===== src/rtl/scan_chain_ctrl.sv =====
// Tester-side scan controller: shift stimulus into WIDTH parallel chains, capture, then overlap unload with the next load.
// Define SCAN_CMP_EN to build the response comparator and mismatch counter.
module scan_chain_ctrl #(
  parameter int WIDTH     = 8,
  parameter int CHAIN_LEN = 32,
  parameter int PAT_W     = 16
) (
  input  logic             clk,
  input  logic             rst_n,
  input  logic             start,
  input  logic [PAT_W-1:0] num_patterns,
  input  logic             stim_valid,
  output logic             stim_ready,
  input  logic [WIDTH-1:0] stim_data,
  input  logic [WIDTH-1:0] exp_data,
  output logic             scan_se,
  output logic [WIDTH-1:0] scan_si,
  output logic             scan_clk_en,
  input  logic [WIDTH-1:0] scan_so,
  output logic             resp_valid,
  input  logic             resp_ready,
  output logic [WIDTH-1:0] resp_data,
  output logic             resp_last,
  output logic             busy,
  output logic             done,
  output logic [15:0]      mismatch_cnt
);

  localparam int CNT_W = $clog2(CHAIN_LEN);

  typedef enum logic [2:0] {S_IDLE, S_SHIFT, S_CAPTURE, S_UNLOAD, S_FIN} state_t;

  state_t           r_state;
  logic [CNT_W-1:0] r_bit_cnt;
  logic [PAT_W-1:0] r_pat_cnt;
  logic [PAT_W-1:0] r_num_pat;
  logic             r_first;
  logic             r_resp_valid;
  logic [WIDTH-1:0] r_resp_data;
  logic             r_resp_last;
  logic             r_busy;
  logic             r_done;

  logic             w_resp_ok;
  logic             w_shift_fire;
  logic             w_unload_fire;
  logic             w_load;
  logic             w_bit_last;
  logic [PAT_W-1:0] w_pat_next;

  // The first pattern has no previous capture to unload, so it shifts regardless of the sink.
  assign w_resp_ok     = !r_resp_valid || resp_ready;
  assign stim_ready    = (r_state == S_SHIFT) && (w_resp_ok || r_first);
  assign w_shift_fire  = stim_valid && stim_ready;
  assign w_unload_fire = (r_state == S_UNLOAD) && w_resp_ok;
  assign w_load        = (w_shift_fire && !r_first) || w_unload_fire;
  assign w_bit_last    = (r_bit_cnt == CNT_W'(CHAIN_LEN - 1));
  assign w_pat_next    = r_pat_cnt + PAT_W'(1);

  // NOTE: combinational outputs get their default first so no path can infer a latch.
  always_comb begin
    scan_se     = 1'b0;
    scan_clk_en = 1'b0;
    scan_si     = '0;
    if (w_shift_fire) begin
      scan_se     = 1'b1;
      scan_clk_en = 1'b1;
      scan_si     = stim_data;
    end else if (w_unload_fire) begin
      scan_se     = 1'b1;
      scan_clk_en = 1'b1;
    end else if (r_state == S_CAPTURE) begin
      scan_clk_en = 1'b1;
    end
  end

  // NOTE: state is updated with non-blocking assignments so every register samples pre-edge values.
  always_ff @(posedge clk or negedge rst_n) begin
    if (!rst_n) begin
      r_state      <= S_IDLE;
      r_bit_cnt    <= '0;
      r_pat_cnt    <= '0;
      r_num_pat    <= '0;
      r_first      <= 1'b0;
      r_resp_valid <= 1'b0;
      r_resp_data  <= '0;
      r_resp_last  <= 1'b0;
      r_busy       <= 1'b0;
      r_done       <= 1'b0;
    end else begin
      r_done <= 1'b0;

      if (w_load) begin
        r_resp_valid <= 1'b1;
        r_resp_data  <= scan_so;
        r_resp_last  <= w_bit_last;
      end else if (resp_ready) begin
        r_resp_valid <= 1'b0;
      end

      case (r_state)
        S_IDLE: begin
          if (start) begin
            r_num_pat <= num_patterns;
            r_bit_cnt <= '0;
            r_pat_cnt <= '0;
            r_first   <= 1'b1;
            r_busy    <= 1'b1;
            r_state   <= (num_patterns == '0) ? S_FIN : S_SHIFT;
          end
        end
        S_SHIFT: begin
          if (w_shift_fire) begin
            r_bit_cnt <= w_bit_last ? '0 : r_bit_cnt + CNT_W'(1);
            if (w_bit_last) r_state <= S_CAPTURE;
          end
        end
        S_CAPTURE: begin
          r_pat_cnt <= w_pat_next;
          r_first   <= 1'b0;
          r_state   <= (w_pat_next == r_num_pat) ? S_UNLOAD : S_SHIFT;
        end
        S_UNLOAD: begin
          if (w_unload_fire) begin
            r_bit_cnt <= w_bit_last ? '0 : r_bit_cnt + CNT_W'(1);
            if (w_bit_last) r_state <= S_FIN;
          end
        end
        S_FIN: begin
          if (!r_resp_valid) begin
            r_done  <= 1'b1;
            r_busy  <= 1'b0;
            r_state <= S_IDLE;
          end
        end
        default: r_state <= S_IDLE;
      endcase
    end
  end

  assign resp_valid = r_resp_valid;
  assign resp_data  = r_resp_data;
  assign resp_last  = r_resp_last;
  assign busy       = r_busy;
  assign done       = r_done;

`ifdef SCAN_CMP_EN
  logic [WIDTH-1:0] r_exp_buf [CHAIN_LEN];
  logic [WIDTH-1:0] r_exp_data;
  logic [15:0]      r_mismatch_cnt;
  logic             w_last_pat;

  assign w_last_pat = (r_pat_cnt == r_num_pat - PAT_W'(1));

  // NOTE: the expected-data buffer has no reset; each entry is written during the final load before UNLOAD reads it.
  always_ff @(posedge clk) begin
    if (w_shift_fire && w_last_pat) r_exp_buf[r_bit_cnt] <= exp_data;
  end

  // Expected slice travels with the response register and is judged when the sink takes the beat.
  always_ff @(posedge clk or negedge rst_n) begin
    if (!rst_n) begin
      r_exp_data     <= '0;
      r_mismatch_cnt <= '0;
    end else begin
      if (w_load) r_exp_data <= (r_state == S_UNLOAD) ? r_exp_buf[r_bit_cnt] : exp_data;
      if (r_state == S_IDLE && start) begin
        r_mismatch_cnt <= '0;
      end else if (r_resp_valid && resp_ready && (r_resp_data != r_exp_data) &&
                   (r_mismatch_cnt != 16'hFFFF)) begin
        r_mismatch_cnt <= r_mismatch_cnt + 16'd1;
      end
    end
  end

  assign mismatch_cnt = r_mismatch_cnt;
`else
  logic w_unused_exp;
  assign w_unused_exp = ^exp_data;
  assign mismatch_cnt = 16'h0000;
`endif

endmodule

===== config.mk =====
export PLATFORM = sky130hd
export DESIGN_NAME = scan_chain_ctrl
export DESIGN_NICKNAME = d
export VERILOG_FILES = /design/src/rtl/scan_chain_ctrl.sv
export SDC_FILE = /design/constraint.sdc
export NUM_CORES = 1
export LEC_CHECK = 0
export BUFFER_PORTS_ARGS = -buffer_cell sky130_fd_sc_hd__buf_2
export CAP_MARGIN = 20
export CORE_ASPECT_RATIO = 1.5
export CORE_MARGIN = 3
export CORE_UTILIZATION = 52
export DETAILED_ROUTE_END_ITERATION = 10
export GPL_ROUTABILITY_DRIVEN = 0
export GPL_TIMING_DRIVEN = 0
export PLACE_DENSITY = 0.8
export SLEW_MARGIN = 20
export SYNTH_ARGS = -nofsm -noshare
export SYNTH_HDL_FRONTEND = slang
export SYNTH_SLANG_ARGS = --single-unit

===== constraint.sdc =====
create_clock -name clk -period 2.6 [get_ports clk]
set_clock_uncertainty 0.05 [all_clocks]
set_input_delay 0.13 -clock clk [delete_from_list [all_inputs] [get_ports clk]]
set_output_delay 0.13 -clock clk [all_outputs]
set_load 0.02 [all_outputs]

=== Word-level counts from Yosys, hierarchy flattened ===
Cells that the tools add are included.

* Bits in registers: 53
* Bits of input ports: 45
* Output and inout port bits: 39
* Logic and storage cells: 74

* Add/subtract/negate cells: 2
* Equal/unequal tests: 12
* Multiplexer cells: 30
* Reductions and logical operators: 20

{| class="wikitable"
|+ Operator list
! cell !! number
|-
| case mux 16 bit (2 select lines) || 1
|-
| 2-to-1 mux 3 bit || 7
|-
| 2-to-1 mux 5 bit || 4
|-
| adder 16 x 1 -> 16 bit, second input constant || 1
|-
| equality test 16 bit || 1
|-
| zero test 16 bit || 1
|-
| 2-to-1 mux 16 bit || 1
|-
| case mux 3 bit (5 select lines) || 1
|-
| case mux 5 bit (3 select lines) || 1
|-
| inequality test 2 bit, second input constant || 6
|-
| 2-to-1 mux 1 bit || 11
|-
| 2-to-1 mux 8 bit || 1
|-
| equality test 3 x 2 -> 1 bit, second input constant || 2
|-
| AND reduction 6 bit || 1
|-
| nonzero test 2 bit || 3
|-
| adder 5 x 1 -> 5 bit, second input constant || 1
|-
| equality test 5 bit, second input constant || 1
|-
| logical AND 1 bit || 4
|-
| case mux 1 bit (2 select lines) || 2
|-
| AND reduction 2 bit || 2
|-
| AND reduction 4 bit || 1
|-
| equality test 3 x 1 -> 1 bit, second input constant || 1
|-
| equality test 3 bit, second input constant || 1
|-
| zero test 3 bit || 1
|-
| 5 further kinds || 8
|}

=== Depth between registers and ports, before layout ===
* Word-level depth: 8
* Depth in mapped cells: 8
* Depth with buffers taken out: 8

=== Least setup slack after synthesis ===
No wires, ideal clock.

* Path type: flip-flop to flip-flop
* Start point: register r_pat_cnt[0]
* End point: register r_state[1]
* Library setup time: 0.104 ns
* Arrival time: 1.919 ns
* Data required time: 2.446 ns
* Path slack: 0.528 ns
* Stages on the path, launching flop included: 9
* Path buffers: 1
* Period minus slack after synthesis: 2.072 ns
* Path through: dfrtp_1 ha_1 buf_2 nand3_4 nor4_4 xor2_1 o211ai_1 a21oi_2 o41ai_2

* Longest elaborated chain between the ends: 4

{| class="wikitable"
|+ RTL lines
! item !! line !! RTL
|-
| from (decl) || 35 || <nowiki>logic [PAT_W-1:0] r_pat_cnt;</nowiki>
|-
| from (signal assigned) || 119 || <nowiki>r_pat_cnt <= w_pat_next;</nowiki>
|-
| adder 16 x 1 -> 16 bit || 58 || <nowiki>assign w_pat_next = r_pat_cnt + PAT_W'(1);</nowiki>
|-
| equality test 16 bit || 121 || <nowiki>r_state <= (w_pat_next == r_num_pat) ? S_UNLOAD : S_SHIFT;</nowiki>
|-
| 2-to-1 mux 2 bit || 121 ||
|-
| case mux 3 bit (5 select lines) || 101 || <nowiki>case (r_state)</nowiki>
|-
| to (signal assigned) || 109 || <nowiki>r_state <= (num_patterns == '0) ? S_FIN : S_SHIFT;</nowiki>
|-
| to (signal assigned) || 121 ||
|-
| to (decl) || 33 || <nowiki>state_t r_state;</nowiki>
|}

Every way passes these cells.
A chain may end at the register's enable or synchronous reset.

=== Worst setup path after layout ===
* Start point: register r_state[0]
* End point: output scan_clk_en

* Longest elaborated chain between the ends: 4
* Elaborated cells on any way between the ends: 9
* Classes of those cells: 3 x eq/ne; 3 x mux; 3 x reduce/logical

{| class="wikitable"
|+ RTL lines
! item !! line !! RTL
|-
| equality test 3 x 2 -> 1 bit (tied with other cells) || 72 || <nowiki>end else if (r_state == S_CAPTURE) begin</nowiki>
|-
| 2-to-1 mux 1 bit (tied with other cells) || 72 ||
|-
| 2-to-1 mux 1 bit or logical AND 1 bit (tied branches) || 69, 54 ||
|-
| 2-to-1 mux 1 bit (*) || 65 || <nowiki>if (w_shift_fire) begin</nowiki>
|-
| to (decl) || 18 || <nowiki>output logic scan_clk_en,</nowiki>
|}

Every way passes the cells marked *; elsewhere a longest branch is shown, timed or not.

==> impl_metrics.env <==
export IMPL_ys_seq_elements=53
export IMPL_grt_pass1_wl_um=12200
export IMPL_finalSetupTns_ns=0
export IMPL_startpoint_type="flip-flop"
export IMPL_final_hold_viol_count=0
export IMPL_drtAntennaViolNets=0
export IMPL_cts_sinks=53
export IMPL_cts_root_buf="clkbuf_8"
export IMPL_period_share_pct=92.1
export IMPL_synth_area_top_cells="dfrtp_1 44%, nand2_1 9.8%, o21ai_0 5.6%"
export IMPL_cts_clk_slew_worst_paths_ns=0.09
export IMPL_drt_wl_total_um=7390
export IMPL_synth_edf_count=0
export IMPL_drc=0
export IMPL_place_area_mm2=0.00347
export IMPL_power_frac_clock_pct=12.6
export IMPL_synth_cell_types=48
export IMPL_synth_warnings=0
export IMPL_cts_tree="built"
export IMPL_vias=2758
export IMPL_start_util_pct=54.7
export IMPL_antenna_found_initial=0
export IMPL_drt_first_pass_iters=4
export IMPL_ys_flop_type="dfrtp_1"
export IMPL_setup_viol=0
export IMPL_p_comb_share_pct=46.7
export IMPL_power_switching_mw=1.62
export IMPL_crit_path_end_kind="primary output"
export IMPL_design_core_area_mm2=0.00553
export IMPL_hpwl_um=5270
export IMPL_crit_type="reg -> out"
export IMPL_outcome="finished clean"
export IMPL_r2r_start="r_pat_cnt[0]$_DFFE_PN0P_"
export IMPL_numCtsBuffers=5
export IMPL_rows=33
export IMPL_synth_top_cells_by_count="79 x nand2_1, 53 x dfrtp_1, 34 x o21ai_0"
export IMPL_first_global_vias=2671
export IMPL_powerDensity_mw_per_mm2=1010
export IMPL_detail_route_wl_per_cell_um=14.5
export IMPL_clock_latency_ns=0.30
export IMPL_htreeDepth=2
export IMPL_ys_seq_area_share_pct=43.8
export IMPL_irDropWorstVdd_mv=0.668
export IMPL_diodes=0
export IMPL_tightestPinTransition_ns=0.695
export IMPL_maxCapViolations=0
export IMPL_rsz0062_at_grt="no"
export IMPL_post_route_min_period_ns=2.39
export IMPL_p_sw_share_pct=43.0
export IMPL_leakagePower_nw=1.80
export IMPL_dieArea_mm2=0.00679
export IMPL_layout_setup_ws_ns=0.207
export IMPL_dp_slack_ns=0.250
export IMPL_final_cell_area_mm2=0.00373
export IMPL_worst_ep_required_time_ns=2.42
export IMPL_path_max_fanout=10
export IMPL_synth_top_area_cell="dfrtp_1"
export IMPL_overflow=0
export IMPL_synth_most_common_cell="nand2_1"
export IMPL_arrival_ns=2.21
export IMPL_syn2layout_area_growth_pct=23.2
export IMPL_startpoint="r_state[0]$_DFFE_PN0P_"
export IMPL_syn_inst=340
export IMPL_syn_area_per_cell_um2=8.90
export IMPL_drt_iter0_markers=212
export IMPL_viasPerCell=5.43
export IMPL_die_w_um=68.3
export IMPL_grt_max_degree=54
export IMPL_die_y_um=99.4
export IMPL_p_seq_share_pct=40.7
export IMPL_ys_async_sr_fraction_pct=100
export IMPL_port_buffers=59
export IMPL_p_int_mw=2.15
export IMPL_hp_start="num_patterns[6]"
export IMPL_post_cts_resized=0
export IMPL_io_pins=84
export IMPL_layout_drive_gt1_share_pct=24.0
export IMPL_slew_violations=0
export IMPL_relSlewSlack_pct=53.3
export IMPL_hold_path_class="in -> reg"
export IMPL_clock_path_buffers=2
export IMPL_total_power_mw=3.76
export IMPL_max_freq_mhz=418
export IMPL_synthesis_area_mm2=0.00303
export IMPL_synth_top_area_share_pct=43.8
export IMPL_nets=486
export IMPL_grt_use_total_pct=23.3
## power by group through the flow
stage / clock network (mW) / logic, mW / registers, mW
detailed placement: 0 / 1.72 / 1.54
CTS: 0.485 / 1.75 / 1.52
finish: 0.475 / 1.76 / 1.53
global route: 0.528 / 1.95 / 1.58
global placement: 0 / 1.67 / 1.52
floorplan: 0 / 1.23 / 1.56
## layout by cell type, fill, tap and decap left out, types with 2 or more instances in the layout
cell,netlist,routed
nor2b_1,2,2
nor3_1,5,5
ha_1,3,3
and3_1,10,10
xnor2_1,15,15
nor2_1,22,22
nor4b_1,2,2
a22o_1,3,3
xor2_1,10,10
clkbuf_8,0,6
buf_2,2,60
a21oi_1,3,3
nand3_1,5,5
buf_4,16,17
o211ai_1,2,2
nand2_1,79,79
inv_1,3,3
nand2b_1,3,3
o22ai_1,2,2
nor4_1,5,5
nand4_1,9,9
nor2_2,2,2
mux2_2,9,9
dlygate4sd3_1,0,17
nor3b_1,2,2
nand3b_1,2,2
clkbuf_1,12,12
o21ai_0,34,34
dfrtp_1,53,53
conb_1,1,16
o31ai_1,5,5
## timing repair
item                                   CTS  global route
endpoints found under the hold margin   68             1
setup endpoints to repair                0             0
hold buffers                            16             1
buffers inserted                         0             0
## critical path: stages, from the launching register on
cell and delay, ns:
dfrtp_1 0.34, clkbuf_1 0.30, nor2_1 0.11, nand2_1 0.32, clkbuf_1 0.45, o21ai_0 0.19
buf_2 0.20
## kinds of logic after synthesis
group	Yosys count	share of synthesized area [%]
flops	53	43.8
simple gates	157	25.8
mux	10	3.68
fa+ha+maj	3	1.24
other cells	1	0.124
xor+xnor	25	7.24
buf+inv	34	6.29
compound gates	57	11.7
## area by class of cell
class	count	area, um^2
clock buffer	6	82.6
buffer	31	179
inverter	3	11.3
sequential	53	1330
clock inverter	1	7.51
multi-input combinational	268	1570
tap	70	87.6
timing repair buffer	76	468
fill	449	1810
## registers in the layout (all words and copies together), names as in the netlist
name        count
resp_last       1
done            1
r_state         3
r_num_pat      16
busy            1
resp_valid      1
r_pat_cnt      16
r_first         1
resp_data       8
r_bit_cnt       5
## metrics by stage
| stage | std cells | util [%] | hold slack (ns) |
|---|---|---|---|
| 2_1_floorplan | 355 | - | -0.216 |
| 3_3_place_gp | 484 | 62.6 | 0.287 |
| 3_5_place_dp | 484 | 62.7 | 0.159 |
| 4_1_cts | 507 | 67.2 | 0.0000724 |
| 5_1_grt | 508 | 67.4 | 0.00545 |
| 6_report | 508 | 67.4 | 0.00421 |
## final timing paths
kind                                            end  slack [ns]  depth (start not counted)
min                        r_num_pat[6]$_DFFE_PN0P_       0.004                          3
min reg2reg                resp_data[4]$_DFFE_PN0P_        0.45                          1
max in group asynchronous  r_num_pat[7]$_DFFE_PN0P_        1.72                          2
max                                     scan_clk_en        0.21                          6
min in group asynchronous    r_state[2]$_DFFE_PN0P_        0.33                          2
max reg2reg                  r_state[1]$_DFFE_PN0P_        0.24                          8
## per-layer routing
| metal | wire [um] | GRT usage (%) | vias up | part of all wire, % |
|---|---|---|---|---|
| li1 | - | - | 1339 | - |
| met1 | 2840 | 28.0 | 1317 | 38 |
| met2 | 4090 | 41.8 | 86 | 55 |
| met3 | 302 | 2.49 | 16 | 4.1 |
| met4 | 153 | 8.27 | 0 | 2.1 |
| met5 | 0 | 0 | - | 0 |
Power figures use the tool's default switching activity.
